===== src/rtl/ps2_command_out.sv =====
// Host-to-device PS/2 transmitter: inhibits the bus, issues a request-to-send, shifts one
// command byte plus odd parity on device clock falling edges, then checks the device ACK.
module ps2_command_out #(
    parameter int INHIBIT_CYCLES = 5000,
    parameter int START_TIMEOUT  = 750000,
    parameter int XFER_TIMEOUT   = 100000
) (
    input  logic       CLOCK_50,
    input  logic       resetn,
    input  logic [7:0] command,
    input  logic       send_command,
    input  logic       ps2_clk_in,
    input  logic       ps2_dat_in,
    output logic       ps2_clk_oe,
    output logic       ps2_dat_oe,
    output logic       busy,
    output logic       command_was_sent,
    output logic       error_timeout,
    output logic       error_no_ack
);
    localparam int TMR_MAX = (INHIBIT_CYCLES > START_TIMEOUT) ? INHIBIT_CYCLES : START_TIMEOUT;
    localparam int TW      = $clog2(TMR_MAX + 1);
    localparam int XW      = $clog2(XFER_TIMEOUT + 1);

    typedef enum logic [2:0] {
        ST_IDLE, ST_INHIBIT, ST_REQ, ST_WAIT_FIRST,
        ST_SEND, ST_WAIT_ACK, ST_WAIT_IDLE, ST_ERR_TO
    } state_t;

    function automatic logic odd_parity(input logic [7:0] data);
        return ~^data;
    endfunction

    // Frame position 0..7 = data LSB-first, 8 = parity, 9 = stop (line released).
    function automatic logic frame_bit(input logic [7:0] data, input logic par,
                                       input logic [3:0] idx);
        logic b;
        case (idx)
            4'd0, 4'd1, 4'd2, 4'd3, 4'd4, 4'd5, 4'd6, 4'd7: b = data[idx[2:0]];
            4'd8:    b = par;
            default: b = 1'b1;
        endcase
        return b;
    endfunction

    state_t          state_q, state_d;
    logic [TW-1:0]   timer_q, timer_d;
    logic [XW-1:0]   xfer_q, xfer_d;
    logic [3:0]      bit_idx_q, bit_idx_d;
    logic [7:0]      cmd_q, cmd_d;
    logic            parity_q, parity_d;
    logic            ack_ok_q, ack_ok_d;
    logic            clk_oe_q, clk_oe_d;
    logic            dat_oe_q, dat_oe_d;
    logic            busy_q, busy_d;
    logic            done_q, done_d;
    logic            err_to_q, err_to_d;
    logic            no_ack_q, no_ack_d;
    logic            clk_meta_q, clk_meta_d, clk_sync_q, clk_sync_d, clk_prev_q, clk_prev_d;
    logic            dat_meta_q, dat_meta_d, dat_sync_q, dat_sync_d;
    logic            fe_s;
    logic            xfer_expired_s;
    logic            pulse_any_s;

    assign fe_s           = clk_prev_q & ~clk_sync_q;
    assign xfer_expired_s = (xfer_q == XW'(XFER_TIMEOUT - 1));
    // A request arriving in a status-pulse cycle belongs to the finished transfer and is dropped.
    assign pulse_any_s    = done_q | err_to_q | no_ack_q;

    assign ps2_clk_oe       = clk_oe_q;
    assign ps2_dat_oe       = dat_oe_q;
    assign busy             = busy_q;
    assign command_was_sent = done_q;
    assign error_timeout    = err_to_q;
    assign error_no_ack     = no_ack_q;

    // Next-state, counters and registered-output values.
    always_comb begin
        clk_meta_d = ps2_clk_in;
        clk_sync_d = clk_meta_q;
        clk_prev_d = clk_sync_q;
        dat_meta_d = ps2_dat_in;
        dat_sync_d = dat_meta_q;
        state_d    = state_q;
        timer_d    = timer_q;
        xfer_d     = xfer_q;
        bit_idx_d  = bit_idx_q;
        cmd_d      = cmd_q;
        parity_d   = parity_q;
        ack_ok_d   = ack_ok_q;
        dat_oe_d   = dat_oe_q;
        done_d     = 1'b0;
        err_to_d   = 1'b0;
        no_ack_d   = 1'b0;
        case (state_q)
            ST_IDLE: begin
                timer_d   = '0;
                xfer_d    = '0;
                bit_idx_d = 4'd0;
                dat_oe_d  = 1'b0;
                if (send_command && !pulse_any_s) begin
                    state_d  = ST_INHIBIT;
                    cmd_d    = command;
                    parity_d = odd_parity(command);
                end else begin
                    state_d = ST_IDLE;
                end
            end
            ST_INHIBIT: begin
                if (timer_q == TW'(INHIBIT_CYCLES - 1)) begin
                    state_d  = ST_REQ;
                    timer_d  = '0;
                    dat_oe_d = 1'b1;
                end else begin
                    timer_d = timer_q + TW'(1);
                end
            end
            ST_REQ: begin
                state_d  = ST_WAIT_FIRST;
                timer_d  = '0;
                dat_oe_d = 1'b1;
            end
            ST_WAIT_FIRST: begin
                if (fe_s) begin
                    state_d   = ST_SEND;
                    dat_oe_d  = ~frame_bit(cmd_q, parity_q, 4'd0);
                    bit_idx_d = 4'd1;
                    xfer_d    = '0;
                end else if (timer_q == TW'(START_TIMEOUT - 1)) begin
                    state_d  = ST_ERR_TO;
                    dat_oe_d = 1'b0;
                end else begin
                    timer_d  = timer_q + TW'(1);
                    dat_oe_d = 1'b1;
                end
            end
            ST_SEND: begin
                if (xfer_expired_s) begin
                    state_d  = ST_ERR_TO;
                    dat_oe_d = 1'b0;
                end else begin
                    xfer_d = xfer_q + XW'(1);
                    if (fe_s) begin
                        dat_oe_d  = ~frame_bit(cmd_q, parity_q, bit_idx_q);
                        bit_idx_d = bit_idx_q + 4'd1;
                        if (bit_idx_q == 4'd9) begin
                            state_d = ST_WAIT_ACK;
                        end else begin
                            state_d = ST_SEND;
                        end
                    end else begin
                        state_d = ST_SEND;
                    end
                end
            end
            ST_WAIT_ACK: begin
                if (xfer_expired_s) begin
                    state_d  = ST_ERR_TO;
                    dat_oe_d = 1'b0;
                end else begin
                    xfer_d = xfer_q + XW'(1);
                    if (fe_s) begin
                        state_d  = ST_WAIT_IDLE;
                        ack_ok_d = ~dat_sync_q;
                    end else begin
                        state_d = ST_WAIT_ACK;
                    end
                end
            end
            ST_WAIT_IDLE: begin
                if (xfer_expired_s) begin
                    state_d  = ST_ERR_TO;
                    dat_oe_d = 1'b0;
                end else begin
                    xfer_d = xfer_q + XW'(1);
                    if (clk_sync_q && dat_sync_q) begin
                        state_d  = ST_IDLE;
                        done_d   = ack_ok_q;
                        no_ack_d = ~ack_ok_q;
                    end else begin
                        state_d = ST_WAIT_IDLE;
                    end
                end
            end
            ST_ERR_TO: begin
                state_d  = ST_IDLE;
                dat_oe_d = 1'b0;
                err_to_d = 1'b1;
            end
            default: begin
                state_d  = ST_IDLE;
                dat_oe_d = 1'b0;
            end
        endcase
        // Outputs follow the next state so they change on the same edge as the state.
        clk_oe_d = (state_d == ST_INHIBIT) || (state_d == ST_REQ);
        busy_d   = (state_d != ST_IDLE);
    end

    // State, synchronizer and output registers with synchronous active-low reset.
    always_ff @(posedge CLOCK_50) begin
        if (!resetn) begin
            state_q    <= ST_IDLE;
            timer_q    <= '0;
            xfer_q     <= '0;
            bit_idx_q  <= 4'd0;
            cmd_q      <= 8'd0;
            parity_q   <= 1'b0;
            ack_ok_q   <= 1'b0;
            clk_oe_q   <= 1'b0;
            dat_oe_q   <= 1'b0;
            busy_q     <= 1'b0;
            done_q     <= 1'b0;
            err_to_q   <= 1'b0;
            no_ack_q   <= 1'b0;
            clk_meta_q <= 1'b1;
            clk_sync_q <= 1'b1;
            clk_prev_q <= 1'b1;
            dat_meta_q <= 1'b1;
            dat_sync_q <= 1'b1;
        end else begin
            state_q    <= state_d;
            timer_q    <= timer_d;
            xfer_q     <= xfer_d;
            bit_idx_q  <= bit_idx_d;
            cmd_q      <= cmd_d;
            parity_q   <= parity_d;
            ack_ok_q   <= ack_ok_d;
            clk_oe_q   <= clk_oe_d;
            dat_oe_q   <= dat_oe_d;
            busy_q     <= busy_d;
            done_q     <= done_d;
            err_to_q   <= err_to_d;
            no_ack_q   <= no_ack_d;
            clk_meta_q <= clk_meta_d;
            clk_sync_q <= clk_sync_d;
            clk_prev_q <= clk_prev_d;
            dat_meta_q <= dat_meta_d;
            dat_sync_q <= dat_sync_d;
        end
    end
endmodule


===== config.mk =====
export PLATFORM = sky130hd
export DESIGN_NAME = ps2_command_out
export DESIGN_NICKNAME = d
export VERILOG_FILES = /design/src/rtl/ps2_command_out.sv
export SDC_FILE = /design/constraint.sdc
export NUM_CORES = 1
export LEC_CHECK = 0
export BUFFER_PORTS_ARGS = -buffer_cell sky130_fd_sc_hd__buf_4
export CORE_UTILIZATION = 35
export CTS_BUF_LIST = sky130_fd_sc_hd__clkbuf_16
export DETAILED_ROUTE_END_ITERATION = 6
export SYNTH_ARGS = -nofsm -noshare
export SYNTH_HDL_FRONTEND = slang
export SYNTH_SLANG_ARGS = --single-unit

===== constraint.sdc =====
create_clock -name CLOCK_50 -period 4.3 [get_ports CLOCK_50]
set_input_delay 0.86 -clock CLOCK_50 [delete_from_list [all_inputs] [get_ports CLOCK_50]]
set_output_delay 0.86 -clock CLOCK_50 [all_outputs]
set_load 0.1 [all_outputs]

==> results.py <==
metrics = {
    "outcome": {
        "status": "complete, no violations",
    },
    "cts": {
        "cts_inserted_buffers": 9,
        "cts.clk_slew.worst_paths_ns": 0.05,
        "clk_latency_ns": 0.33,
        "ctsHoldBuffers": 0,
        "clock_tree.root_cell": "clkbuf_16",
        "cts.sinks": 65,
        "cts_tree": "yes",
        "post_cts_resized": 0,
        "cts.path.max_buffers": 2,
        "cts_setup_buffers": 0,
        "h-tree-depth": 3,
    },
    "timing": {
        "skew_ns": 0.00594,
        "hold_viol": 0,
        "slew_headroom_pct": 50.2,
        "drv_slew": 0,
        "period_minus_slack_ns": 2.30,
        "fin_crit_sh_pct": 53.5,
        "setup_viol": 0,
        "tightestPinTransition_ns": 0.746,
        "fmax_mhz": 435,
        "rsz0062_at_grt": "false",
        "setup_tns_ns": 0,
    },
    "cells_and_area": {
        "nNetsFinal": 409,
        "n_antenna_cell": 0,
        "area_delta_synth_final_pct": 15.9,
        "drive_gt1_share_pct": 11.6,
    },
    "drt": {
        "ant_nets": 0,
        "drt-initial-drc-count": 120,
        "wl_per_cell_microns": 13.6,
        "vias": 2696,
        "viasPerCell": 5.15,
        "drcViolationCount": 0,
        "firstDrtPassIters": 4,
        "wirelength_microns": 7120,
    },
    "synthesis": {
        "async_reset_ff_share_pct": 0,
        "syn-num-nets": 395,
        "synth_cells": 376,
        "yosysWarnings": 0,
        "syn_area_sq_mm": 0.00334,
        "synth_edf_count": 0,
        "synth-seq-cells": 65,
        "ys.flop_type": "dfxtp_1",
        "synth.avg_cell_area_sq_um": 8.88,
        "seq_area_frac_synth_pct": 39.0,
        "ys_types": 58,
    },
    "floorplan": {
        "die_h_microns": 99.7,
        "die_x_microns": 99.7,
        "fp.coreArea_sq_mm": 0.00924,
        "start_util_pct": 36.2,
        "die_area_sq_mm": 0.00994,
        "num_io_pins": 19,
        "row_count": 35,
    },
    "pwr": {
        "powerDensity_mw_per_mm2": 369,
        "max-vdd-ir-drop_mv": 0.276,
        "p_leak_uw": 0.00132,
        "design_power_total_uw": 1430,
    },
    "global_route": {
        "grt_max_degree": 29,
        "gr-total-overflow": 0,
        "grt_first_pass_wirelength_microns": 12500,
        "grt_pass1_vias": 2659,
        "grt_usage_pct": 15.9,
        "grt_antenna_before_repair": 0,
    },
    "worst_setup_path": {
        "end_kind": "flip-flop",
        "crit_fanout": 23,
        "cp_slowest_cell": "dfxtp_1",
        "crit_chain": "nor2b_1 -> o21ai_0 -> o221ai_2 -> or3_1 -> xnor2_1 -> nor2_1",
        "cp_data_arrival_time_ns": 2.49,
        "crit_type": "reg -> reg",
        "worst_setup_path_start_kind": "flip-flop",
        "crit_required_ns": 4.49,
        "slowest_delay_ns": 0.80,
    },
    "place": {
        "dp_hpwl_microns": 4940,
        "place.gp.congestion": 0.825,
        "io_buffers": 18,
    },
    "run": {
        "drv_cap": 0,
    },
    "worst_hold_path": {
        "holdCritPathClass": "reg -> reg",
    },
}
synth_stat cells, types with 6 or more instances:
cell	count	share of area, %
a21oi_1	11	1.6
and3_1	6	1.1
ha_1	6	2.2
mux2i_1	10	3.0
xor2_1	10	2.6
clkbuf_1	10	1.1
nor3_1	10	1.5
nand3_1	13	1.9
nor2b_1	14	2.6
xnor2_1	25	6.6
dfxtp_1	65	39
o21ai_0	15	2.2
nand2_1	21	2.4
inv_1	15	1.7
nor4_1	6	1.1
nor2_1	43	4.8
nand2b_1	7	1.3
nand4_1	12	2.2
metrics by stage:
stage | util [%] | worst slack [ns] | area, sq um | hold slack [ns] | std cells
2_1_floorplan | - | 2.35 | 3340 | 0.386 | 376
3_3_place_gp | 38.7 | 2.05 | 3570 | 0.391 | 508
3_5_place_dp | 38.7 | 2.03 | 3570 | 0.395 | 508
4_1_cts | 41.9 | 1.99 | 3870 | 0.409 | 524
5_1_grt | 41.9 | 1.74 | 3870 | 0.434 | 524
6_report | 41.9 | 2.00 | 3870 | 0.405 | 524
per-layer routing:
metal	vias to the layer above	track usage (%)	share of wire, %
met2	32	25.3	48
met1	1280	20.6	48
met3	7	4.22	3.2
met4	0	5.77	1.0
met5	-	0	0
li1	1377	-	-
kinds of logic (layout without fill, tap and decap cells):
kind of cell / count (synthesis) / after routing / share of synthesized area (%)
xor gates and xnor gates: 35 / 35 / 9.18
buffers and inverters: 30 / 49 / 3.56
AOI/OAI and AO/OA: 65 / 65 / 14.9
muxes: 12 / 12 / 4.34
DFF: 65 / 65 / 39.0
adders and majority gates: 6 / 6 / 2.25
and+or+nand+nor: 163 / 163 / 26.9
state kept, by name, summed over array words and instances, names as in the netlist:
register / flops
ps2_dat_oe: 1
ps2_clk_oe: 1
timer_q: 20
ack_ok_q: 1
clk_prev_d: 1
xfer_q: 17
parity_q: 1
busy: 1
state_q: 3
dat_meta_q: 1
error_timeout: 1
clk_meta_q: 1
clk_prev_q: 1
cmd_q: 8
bit_idx_q: 4
command_was_sent: 1
dat_sync_q: 1
error_no_ack: 1
layout by cell type, fill, tap and decap left out, types with 4 or more instances in the layout:
cell type | Yosys | layout
clkbuf_16 | 0 | 9
ha_1 | 6 | 6
nand2b_1 | 7 | 7
nor3_1 | 10 | 10
or4_1 | 5 | 5
and3_1 | 6 | 6
a21oi_1 | 11 | 11
nor2_1 | 43 | 43
nand4_1 | 12 | 12
o31ai_1 | 5 | 5
xnor2_1 | 25 | 25
buf_4 | 0 | 18
o211a_1 | 4 | 4
nand2_1 | 21 | 21
nand3_1 | 13 | 13
mux2i_1 | 10 | 10
or3_1 | 5 | 5
xor2_1 | 10 | 10
nor4_1 | 6 | 6
dfxtp_1 | 65 | 65
nor2b_1 | 14 | 14
and2_1 | 5 | 5
inv_1 | 15 | 15
o21ai_0 | 15 | 15
layout make-up:
cell class	instances	area, sq um
clock buffers	9	225
clock inverters	7	71.3
fillers	952	5370
inverters	15	56.3
multi-input cells	281	1920
flip-flops and latches	65	1300
well taps	129	161
repair buffers	18	135
report_power, final:
group          internal [uW]  switching [uW]
Combinational           39.8            51.3
Sequential               615            8.44
Clock                    446             267
Total                   1100             327
path summary, 6_finish.rpt:
| check | from | end | slack, ns | cells after the start |
|---|---|---|---|---|
| worst min register to register | clk_meta_q | clk_prev_d | 0.40 | 1 |
| worst max-delay path | state_q[2] | xfer_q[14] | 2.00 | 6 |
| worst max register to register | state_q[2] | xfer_q[14] | 2.00 | 6 |
| worst min-delay path | clk_meta_q | clk_prev_d | 0.40 | 1 |
critical path, delay by kind of cell (launching register included):
family | cells | cell delay (ns)
AOI/OAI and AO/OA | 2 | 0.67
DFF | 1 | 0.80
and+or+nand+nor | 3 | 0.55
xor gates and xnor gates | 1 | 0.14
No activity file was read; power rests on OpenSTA's default activity.
